==> config.mk <==
export PLATFORM = sky130hd
export DESIGN_NAME = stage_pipeline
export DESIGN_NICKNAME = d
export VERILOG_FILES = /design/src/rtl/stage_pipeline.sv
export SDC_FILE = /design/constraint.sdc
export NUM_CORES = 1
export LEC_CHECK = 0
export CORE_UTILIZATION = 40
export CTS_BUF_LIST = sky130_fd_sc_hd__clkbuf_4
export CTS_CLUSTER_SIZE = 8
export DETAILED_ROUTE_END_ITERATION = 12
export GPL_ROUTABILITY_DRIVEN = 0
export SYNTH_ARGS = -nofsm -noshare
export SYNTH_HDL_FRONTEND = slang
export SYNTH_SLANG_ARGS = --single-unit
==> constraint.sdc <==
create_clock -name clk_i -period 2.8 [get_ports clk_i]
set_clock_uncertainty 0.05 [all_clocks]
set_input_delay 0.56 -clock clk_i [delete_from_list [all_inputs] [get_ports clk_i]]
set_output_delay 0.56 -clock clk_i [all_outputs]
set_load 0.02 [all_outputs]
==> src/rtl/stage_pipeline.sv <==
`default_nettype none
// ============================================================================
// Module      : stage_pipeline
// Description : DEPTH-stage valid/ready elastic data pipeline, WIDTH bits
//               wide. Stalled stages hold and bubbles collapse forward.
//               Provides flush, per-stage occupancy and occupancy count.
// Revision    : 1.0 - initial parametrised release
// ============================================================================
module stage_pipeline #(
  parameter int               WIDTH       = 8,
  parameter int               DEPTH       = 4,
  parameter logic [WIDTH-1:0] RESET_VALUE = '0
) (
  input  logic                       clk_i,
  input  logic                       rst_i,
  input  logic                       flush_i,
  input  logic [WIDTH-1:0]           data_i,
  input  logic                       valid_i,
  output logic                       ready_o,
  output logic [WIDTH-1:0]           data_o,
  output logic                       valid_o,
  input  logic                       ready_i,
  output logic [DEPTH-1:0]           occ_o,
  output logic [$clog2(DEPTH+1)-1:0] count_o
);

  localparam int C_CNT_W = $clog2(DEPTH + 1);

  // Reject degenerate configurations at elaboration time.
  generate
    if (WIDTH < 1) begin : g_width_check
      $error("stage_pipeline: WIDTH must be >= 1");
    end
    if (DEPTH < 1) begin : g_depth_check
      $error("stage_pipeline: DEPTH must be >= 1");
    end
  endgenerate

  logic [DEPTH-1:0]   r_valid;
  logic [WIDTH-1:0]   r_data [DEPTH];
  logic [DEPTH-1:0]   w_adv;
  logic [DEPTH-1:0]   w_load;
  logic               w_ready;
  logic [C_CNT_W-1:0] w_count;

  // Advance terms. The recursive form adv[k] = v[k] & (~v[k+1] | adv[k+1])
  // unrolls to "stage k is valid and either the output is being taken or
  // some later stage is empty", which is expressed here without a chain.
  generate
    for (genvar k = 0; k < DEPTH; k++) begin : g_adv
      if (k == DEPTH - 1) begin : g_last
        assign w_adv[k] = r_valid[k] & ready_i;
      end else begin : g_inner
        assign w_adv[k] = r_valid[k] & (ready_i | ~(&r_valid[DEPTH-1:k+1]));
      end
    end
  endgenerate

  // Input side may accept when stage 0 is empty or draining this cycle.
  assign w_ready = ~r_valid[0] | w_adv[0];

  // Load strobes; flush suppresses every load so data is left untouched.
  generate
    for (genvar k = 0; k < DEPTH; k++) begin : g_load
      if (k == 0) begin : g_first
        assign w_load[k] = valid_i & w_ready & ~flush_i;
      end else begin : g_next
        assign w_load[k] = w_adv[k-1] & ~flush_i;
      end
    end
  endgenerate

  // Valid bits: set on load, cleared when the stage moves on, cleared by flush.
  always_ff @(posedge clk_i or posedge rst_i) begin
    if (rst_i) begin
      r_valid <= '0;
    end else if (flush_i) begin
      r_valid <= '0;
    end else begin
      r_valid <= w_load | (r_valid & ~w_adv);
    end
  end

  // Data registers change only on a load; stalled or emptied stages hold.
  generate
    for (genvar k = 0; k < DEPTH; k++) begin : g_stage
      if (k == 0) begin : g_first
        always_ff @(posedge clk_i or posedge rst_i) begin
          if (rst_i) begin
            r_data[k] <= RESET_VALUE;
          end else if (w_load[k]) begin
            r_data[k] <= data_i;
          end
        end
      end else begin : g_next
        always_ff @(posedge clk_i or posedge rst_i) begin
          if (rst_i) begin
            r_data[k] <= RESET_VALUE;
          end else if (w_load[k]) begin
            r_data[k] <= r_data[k-1];
          end
        end
      end
    end
  endgenerate

  // Population count of the valid vector.
  always_comb begin
    w_count = '0;
    for (int k = 0; k < DEPTH; k++) begin
      w_count = w_count + C_CNT_W'(r_valid[k]);
    end
  end

  assign ready_o = w_ready;
  assign data_o  = r_data[DEPTH-1];
  assign valid_o = r_valid[DEPTH-1];
  assign occ_o   = r_valid;
  assign count_o = w_count;

endmodule
`default_nettype wire

== Word level (Yosys, flattened, before mapping) ==
Cells that the tools add are included.

* Flip-flop bits (word level): 36
* Input port bits: 13
* Output and inout port bits: 17
* Logic and storage cells: 32

* $add $sub $neg: 3
* Multiplexer cells: 1
* Bitwise operators: 21
* Reduce and logical (&&, ||, !) cells: 2

{| class="wikitable"
|+ Operators by type and width
! operator !! count
|-
| 1-bit AND || 9
|-
| 1-bit NOT || 5
|-
| 4-bit AND || 1
|-
| 4-bit 2-to-1 mux || 1
|-
| 4-bit NOT || 1
|-
| 1-bit OR || 4
|-
| 4-bit OR || 1
|-
| 2-bit by 1-bit adder with 3-bit output || 1
|-
| 3-bit by 1-bit adder with 3-bit output || 1
|-
| 3-bit AND reduction || 1
|-
| 1-bit by 1-bit adder with 2-bit output || 1
|-
| 2-bit AND reduction || 1
|}

== Depth between registers and ports, before layout ==
Gate-level depths: netlist (run 1).

* Word-level depth: 9
* Gate-level depth with buffers: 5
* Mapped depth without buffers: 5

== Worst setup path after synthesis (run 1) ==
No wires, ideal clock.

* Path type: register to output
* Start: register r_valid[3] (netlist: occ_o[3])
* End: output count_o[1]
* Arrival time: 1.651 ns
* Data required time: 2.190 ns
* Path slack: 0.539 ns
* Cell stages (with the launch flop): 6
* Buffers on the path: 0
* Cells stage by stage: dfrtp_1 -> inv_1 -> fa_1 -> inv_1 -> ha_1 -> ha_1

* Cells in the longest elaborated chain, start to end: 1

{| class="wikitable"
|+ Ends and longest elaborated chain
! element !! line !! source
|-
| start, declared || 39 || <nowiki>logic [DEPTH-1:0] r_valid;</nowiki>
|-
| start signal, assigned || 80 || <nowiki>r_valid <= w_load | (r_valid & ~w_adv);</nowiki>
|-
| 3-bit by 1-bit adder with 3-bit output || 111 || <nowiki>w_count = w_count + C_CNT_W'(r_valid[k]);</nowiki>
|-
| end, declared || 24 || <nowiki>output logic [$clog2(DEPTH+1)-1:0] count_o</nowiki>
|}

No other way between the ends.

== Worst setup path after layout (run 1) ==
* Start: register r_valid[3] (netlist: occ_o[3])
* End: output count_o[2]

The elaborated chain is that of the path after synthesis.

==> impl_metrics.json, run 1 <==
{
  "status": "complete, no violations",
  "place.port_buffers": 29,
  "leakage_nw": 0.894,
  "grt-ovfl-total": 0,
  "synth_edf_count": 0,
  "required_ps": 2190,
  "wl_per_cell_um": 13.1,
  "critical_path_class": "reg2out",
  "cp_slowest_cell": "fa_1",
  "max-slew-margin-rel_pct": 64.0,
  "endpoint_kind": "output port",
  "synth.largest_area_cell": "dfrtp_1",
  "setup-tns-final_ps": 0,
  "clk_latency_ps": 340,
  "track_usage_pct": 13.3,
  "vias_per_cell": 4.79,
  "crit_fanout": 4,
  "final_antenna_net_count": 0,
  "synth_warnings": 0,
  "hold_slack_ps": 462,
  "r2r_cells": 3,
  "hold_path.class": "reg2reg",
  "netlist_area_um2": 1610,
  "grt_max_degree": 37,
  "report.final.slew_viol_count": 0,
  "post-route-period-util_pct": 94.7,
  "syn-num-nets": 122,
  "finalSetupViolCount": 0,
  "yosysMostFrequentCell": "dfrtp_1",
  "dieArea_um2": 4290,
  "cts-root-buf": "clkbuf_4",
  "placed_cells": 170,
  "cts_buffers": 5,
  "timing.fmax_mhz": 377,
  "ys.flop_type": "dfrtp_1",
  "netlist_instances": 106,
  "slowest_delay_ps": 530,
  "area_growth_pct": 17.2,
  "drt-initial-drc-count": 27,
  "yosys-top-cells-count": "dfrtp_1 (36), mux2_2 (16), mux2_4 (16)",
  "max-vdd-ir-drop_v": 0.000294,
  "start_kind": "flip-flop",
  "grt_antenna_before_repair": 0,
  "synth.distinct_cells": 19,
  "timing.rr.end": "r_data[20]",
  "num-nets-final": 145,
  "tightestPinTransition_ps": 540,
  "r2r-start": "occ_o[3]",
  "grt_pass1_wl_mm": 4.08,
  "core_um2": 3770,
  "num_rows": 22,
  "cts.clk_slew.worst_paths_ps": 100,
  "stdcell_count": 177,
  "cts_tree": "built",
  "whs_endpoint": "data_o[0]",
  "fp.dieW_um": 65.5,
  "cp_data_arrival_time_ps": 2040,
  "hp-start": "r_data[8]",
  "dp_hpwl_mm": 1.72,
  "insertedDiodeCount": 0,
  "drt_first_pass_iters": 4,
  "syn-mean-instance-area_um2": 15.2,
  "fillers": 320,
  "drive_gt1_share_pct": 32.6,
  "crit_start": "occ_o[3]",
  "cts.path.max_buffers": 2,
  "r2r_slack_ps": 1050,
  "pwr_density_cell_nw_per_um2": 723,
  "synth-seq-area-share_pct": 55.8,
  "synth.top_cell.area_share_pct": 55.8,
  "path_cells": "inv_1 -> fa_1 -> inv_1 -> ha_1 -> ha_1 -> dlygate4sd2_1",
  "drv_cap": 0,
  "io_pins": 30,
  "grt_pass1_vias": 848,
  "hold_violations": 0,
  "vias": 848,
  "cts_num_sinks": 36,
  "async_flop_share_pct": 100,
  "hold_depth": 1,
  "period_needed_ps": 2650,
  "synth_seq_cells": 36,
  "drc_errors": 0,
  "wl_mm": 2.33,
  "rsz0062_at_grt": "no",
  "final_core_util_pct": 50.2,
  "cts_max_level": 2,
  "finalPower_mw": 1.37,
  "die_y_um": 65.5,
  "synth.area.top_cells": "dfrtp_1 (56%), mux2_4 (15%), mux2_2 (11%)",
  "start_util_pct": 42.8
}
## logic make-up after synthesis
logic type,Yosys count,share of synthesized area (%)
compound gates,6,3.49
fa+ha+maj,3,2.79
buf+inv,21,8.91
flops,36,55.8
mux,32,26.0
simple gates,8,2.95
## placed cells by master, fill, tap and decap left out
master,netlist,routed
dlygate4sd2_1,0,2
mux2_2,16,16
ha_1,2,2
fa_1,1,1
nor2_1,4,4
a31oi_1,1,1
inv_1,7,7
clkbuf_4,0,5
or3b_1,1,1
a211o_2,1,1
a211oi_4,1,1
nor2b_4,1,1
nand2_1,1,1
mux2_4,16,16
dfrtp_1,36,36
clkdlybuf4s50_1,0,26
clkinv_1,0,2
clkbuf_2,0,1
buf_4,9,1
and3_1,1,1
a311o_1,1,1
a21oi_1,2,2
## metal layers
metal / GRT usage, % / vias to the layer above / share of wire (%)
met4: 9.78 / 0 / 3.7
met5: 0 / - / 0
met1: 16.0 / 420 / 45
met3: 3.65 / 8 / 3.9
met2: 20.4 / 22 / 47
li1: - / 398 / -
## flip-flops by register name, summed over array words and instances, names as in the netlist
register,count
data_o,8
occ_o,4
r_data,24
## worst max path at each step
stage / to / slack, ps / depth (start not counted)
after floorplan: count_o[1] / 540 / 5
after global placement: count_o[1] / 170 / 6
after detailed placement: count_o[1] / 120 / 6
after CTS: count_o[1] / 9 / 6
after global routing: count_o[2] / 20 / 6
final: count_o[2] / 150 / 6
## through the flow
step | worst slack [ps] | cell area, um^2
2_1_floorplan | 539 | 1610
3_3_place_gp | 173 | 1850
3_5_place_dp | 117 | 1850
4_1_cts | 8.50 | 1900
5_1_grt | 15.6 | 1890
6_report | 148 | 1890
## cell type report
type | count | area [um^2] | share of cell area [%]
Multi-Input combinational cell | 49 | 569 | 30.1
Timing Repair Buffer | 30 | 290 | 15.3
Inverter | 7 | 26.3 | 1.39
Tap cell | 48 | 60.1 | 3.17
Clock inverter | 2 | 7.51 | 0.397
Clock buffer | 5 | 37.5 | 1.98
Sequential cell | 36 | 901 | 47.6
## where the power goes
part	internal, mW	switching, mW	leakage (nW)
Sequential	0.662	0.0791	0.445
Combinational	0.246	0.134	0.423
Clock	0.0875	0.160	0.0261
## critical path: cells and delay by family (launching register included)
| kind | cells | cell delay (ps) |
|---|---|---|
| buffers and inverters | 3 | 430 |
| flip-flops | 1 | 400 |
| adder cells (fa/ha/maj) | 3 | 870 |
## repair_timing
| item | in CTS | in global routing |
|---|---|---|
| hold buffers | 0 | 0 |
| endpoints found under the setup margin | 3 | 1 |
| gates cloned | 0 | 0 |
| buffers inserted | 0 | 0 |
| resized for setup | 3 | 2 |
(Power assumes the default switching activity.)
==> run 2: changes to the inputs <==
Settings changed: GPL_ROUTABILITY_DRIVEN 0 to unset.
==> results of run 2 <==
Same layout as run 1: the final DEF is identical, and so are final timing and power.
==> run 3: changes to the inputs <==
Settings changed: ABC_CLOCK_PERIOD_IN_PS set to 2800.
==> results of run 3 <==
Same layout as run 1: the final DEF is identical, and so are final timing and power.
==> RTL edit, RTL diff (flow settings as in run 2) <==
Change the parameter `DEPTH` from 4 to 8.
--- a/src/rtl/stage_pipeline.sv
+++ b/src/rtl/stage_pipeline.sv
@@ -9,5 +9,5 @@
 module stage_pipeline #(
   parameter int               WIDTH       = 8,
-  parameter int               DEPTH       = 4,
+  parameter int               DEPTH       = 8,
   parameter logic [WIDTH-1:0] RESET_VALUE = '0
 ) (
Ports: changed (resized count_o and occ_o); port bits go from 30 to 35. The function was not compared with the original's and may differ.
==> RTL edit against run 2 <==
- sequential power up 73%
- largest power group unchanged
- power is 60% higher
- wire length increased by 92%
- count of clock-buffer cells in the layout grew 5
- sequential cell count rose by 36
- final area rose by 98%
- critical endpoint is now count_o[1]
- setup slack got worse by 1200 ps
- the run now ends with setup timing left
- global-route usage decreased by 0.38 points
- synthesized area grew 92%
- critical path type unchanged
- worst hold slack got worse by 28 ps
- via count is 92% higher
==> RTL edit: results (changes against run 2) <==
----------------------------------------------------
[CTS]
  Number of levels the H-tree was split into ... 3 (+1)
  Clock buffers created by TritonCTS ... 9 (+4)

[GRT]
  Pin count of the biggest net entering global routing ... 35 (-5.4%)
  Number of global-route vias before repair ... 1683 (+98%)

[Pwr]
  Leakage power figure ... 0.00180 uW (+100%)
  Highest ir drop seen on vdd ... 0.000402 V (+37%)

[Timing]
  Max transition margin ... 0.617 (-0.0225)
  Smallest setup slack after layout ... -1090 ps (-1240 ps)
  Endpoints failing setup ... 4 (+4)
  Setup TNS ... -3760 ps (-3760 ps)

[Drt]
  DR vias ... 1629 (+92%)
  Number of design-rule violations left by the first detailed-router iteration ... 62 (+130%)
  Post-detailed-route wirelength per cell ... 12.6 um (-4.0%)

[Placement]
  Placed Cells incl. Taps ... 338 (+99%)
  HPWL after detailed placement ... 3330 um (+94%)
  Number of input and output port buffers inserted ... 34 (+17%)
  Last weighted congestion value of the routability-driven placer ... 0.786 (+7.7%)

[Worst setup path]
  Largest fanout on the critical path ... 2 (-2)
  Reg-to-reg critical path startpoint ... occ_o[7]
  Source of the critical timing path ... occ_o[0]
  Arrival time of data at the critical path endpoint ... 3280 ps (+1240 ps)

[Cells and area]
  # nets final ... 270 (+86%)
  Share of cells above drive strength 1 ... 0.427 (+0.102)
  Flip-flop count of the largest register after layout ... 56 (+130%)

[Run status]
  Status ... finished with violations
  Violations in the final reports ... setup timing

[Min path]
  Worst min-delay path class ... primary input to async pin

[Logic synthesis]
  Share of synthesized area occupied by flip-flops and latches ... 0.580 (+0.0218)
  Most common library cells after synthesis ... dfrtp_1 (72), mux2_2 (48), inv_1 (16), mux2_4 (16), buf_4 (10)
  Largest cells by area after synthesis ... dfrtp_1 (58%), mux2_2 (17%), mux2_4 (7.7%)
  Net count after synthesis ... 227 (+86%)

----------------------------------------------------
RTL edit: what timing repair did:
item                       CTS  global route
buffers inserted             0             0
gates resized for setup     21             0
hold buffers                 0             0
setup endpoints to repair    5             4
pin swaps                    1             1
RTL edit: cell families (layout without fill, tap and decap cells):
| kind of cell | Yosys count | count (layout) | synth area share |
|---|---|---|---|
| DFF | 72 | 72 | 0.580 |
| buffers and inverters | 31 | 79 | 0.0576 |
| AOI/OAI and AO/OA | 12 | 12 | 0.0338 |
| adders and majority gates | 7 | 7 | 0.0379 |
| and+or+nand+nor | 20 | 20 | 0.0366 |
| xor gates and xnor gates | 1 | 1 | 0.00282 |
| muxes | 64 | 64 | 0.251 |
RTL edit: final timing paths:
path / endpoint / slack (ps) / cells past startpoint
min in group clk_i: data_o[7] / 450 / 1
setup / recovery: count_o[1] / -1090 / 10
max in group asynchronous: r_data[26] / 1640 / 3
hold reg to reg: data_o[7] / 450 / 1
hold / removal: r_data[56] / 430 / 2
setup reg to reg: r_data[50] / 810 / 4
RTL edit: layout make-up:
type	instances	area, sq um	share of cell area
multi-input combinational	104	1160	0.311
sequential	72	1810	0.483
clock inverter	6	58.8	0.0157
tap	99	124	0.0331
inverter	16	60.1	0.0161
timing repair buffer	47	452	0.121
clock buffer	10	75.1	0.0201
RTL edit: per-layer routing:
layer / vias to the layer above / GRT usage / wire, um
met1: 790 / 0.176 / 2230
met4: 0 / 0.0484 / 76
met5: - / 0 / 0
met3: 10 / 0.0431 / 169
li1: 798 / - / -
met2: 31 / 0.192 / 1990
RTL edit: power breakdown:
| group | internal (uW) | leakage, uW | switching (uW) |
|---|---|---|---|
| Sequential | 1200 | 0.000941 | 83.4 |
| Clock | 278 | 0.0000719 | 345 |
| Combinational | 203 | 0.000786 | 86.3 |
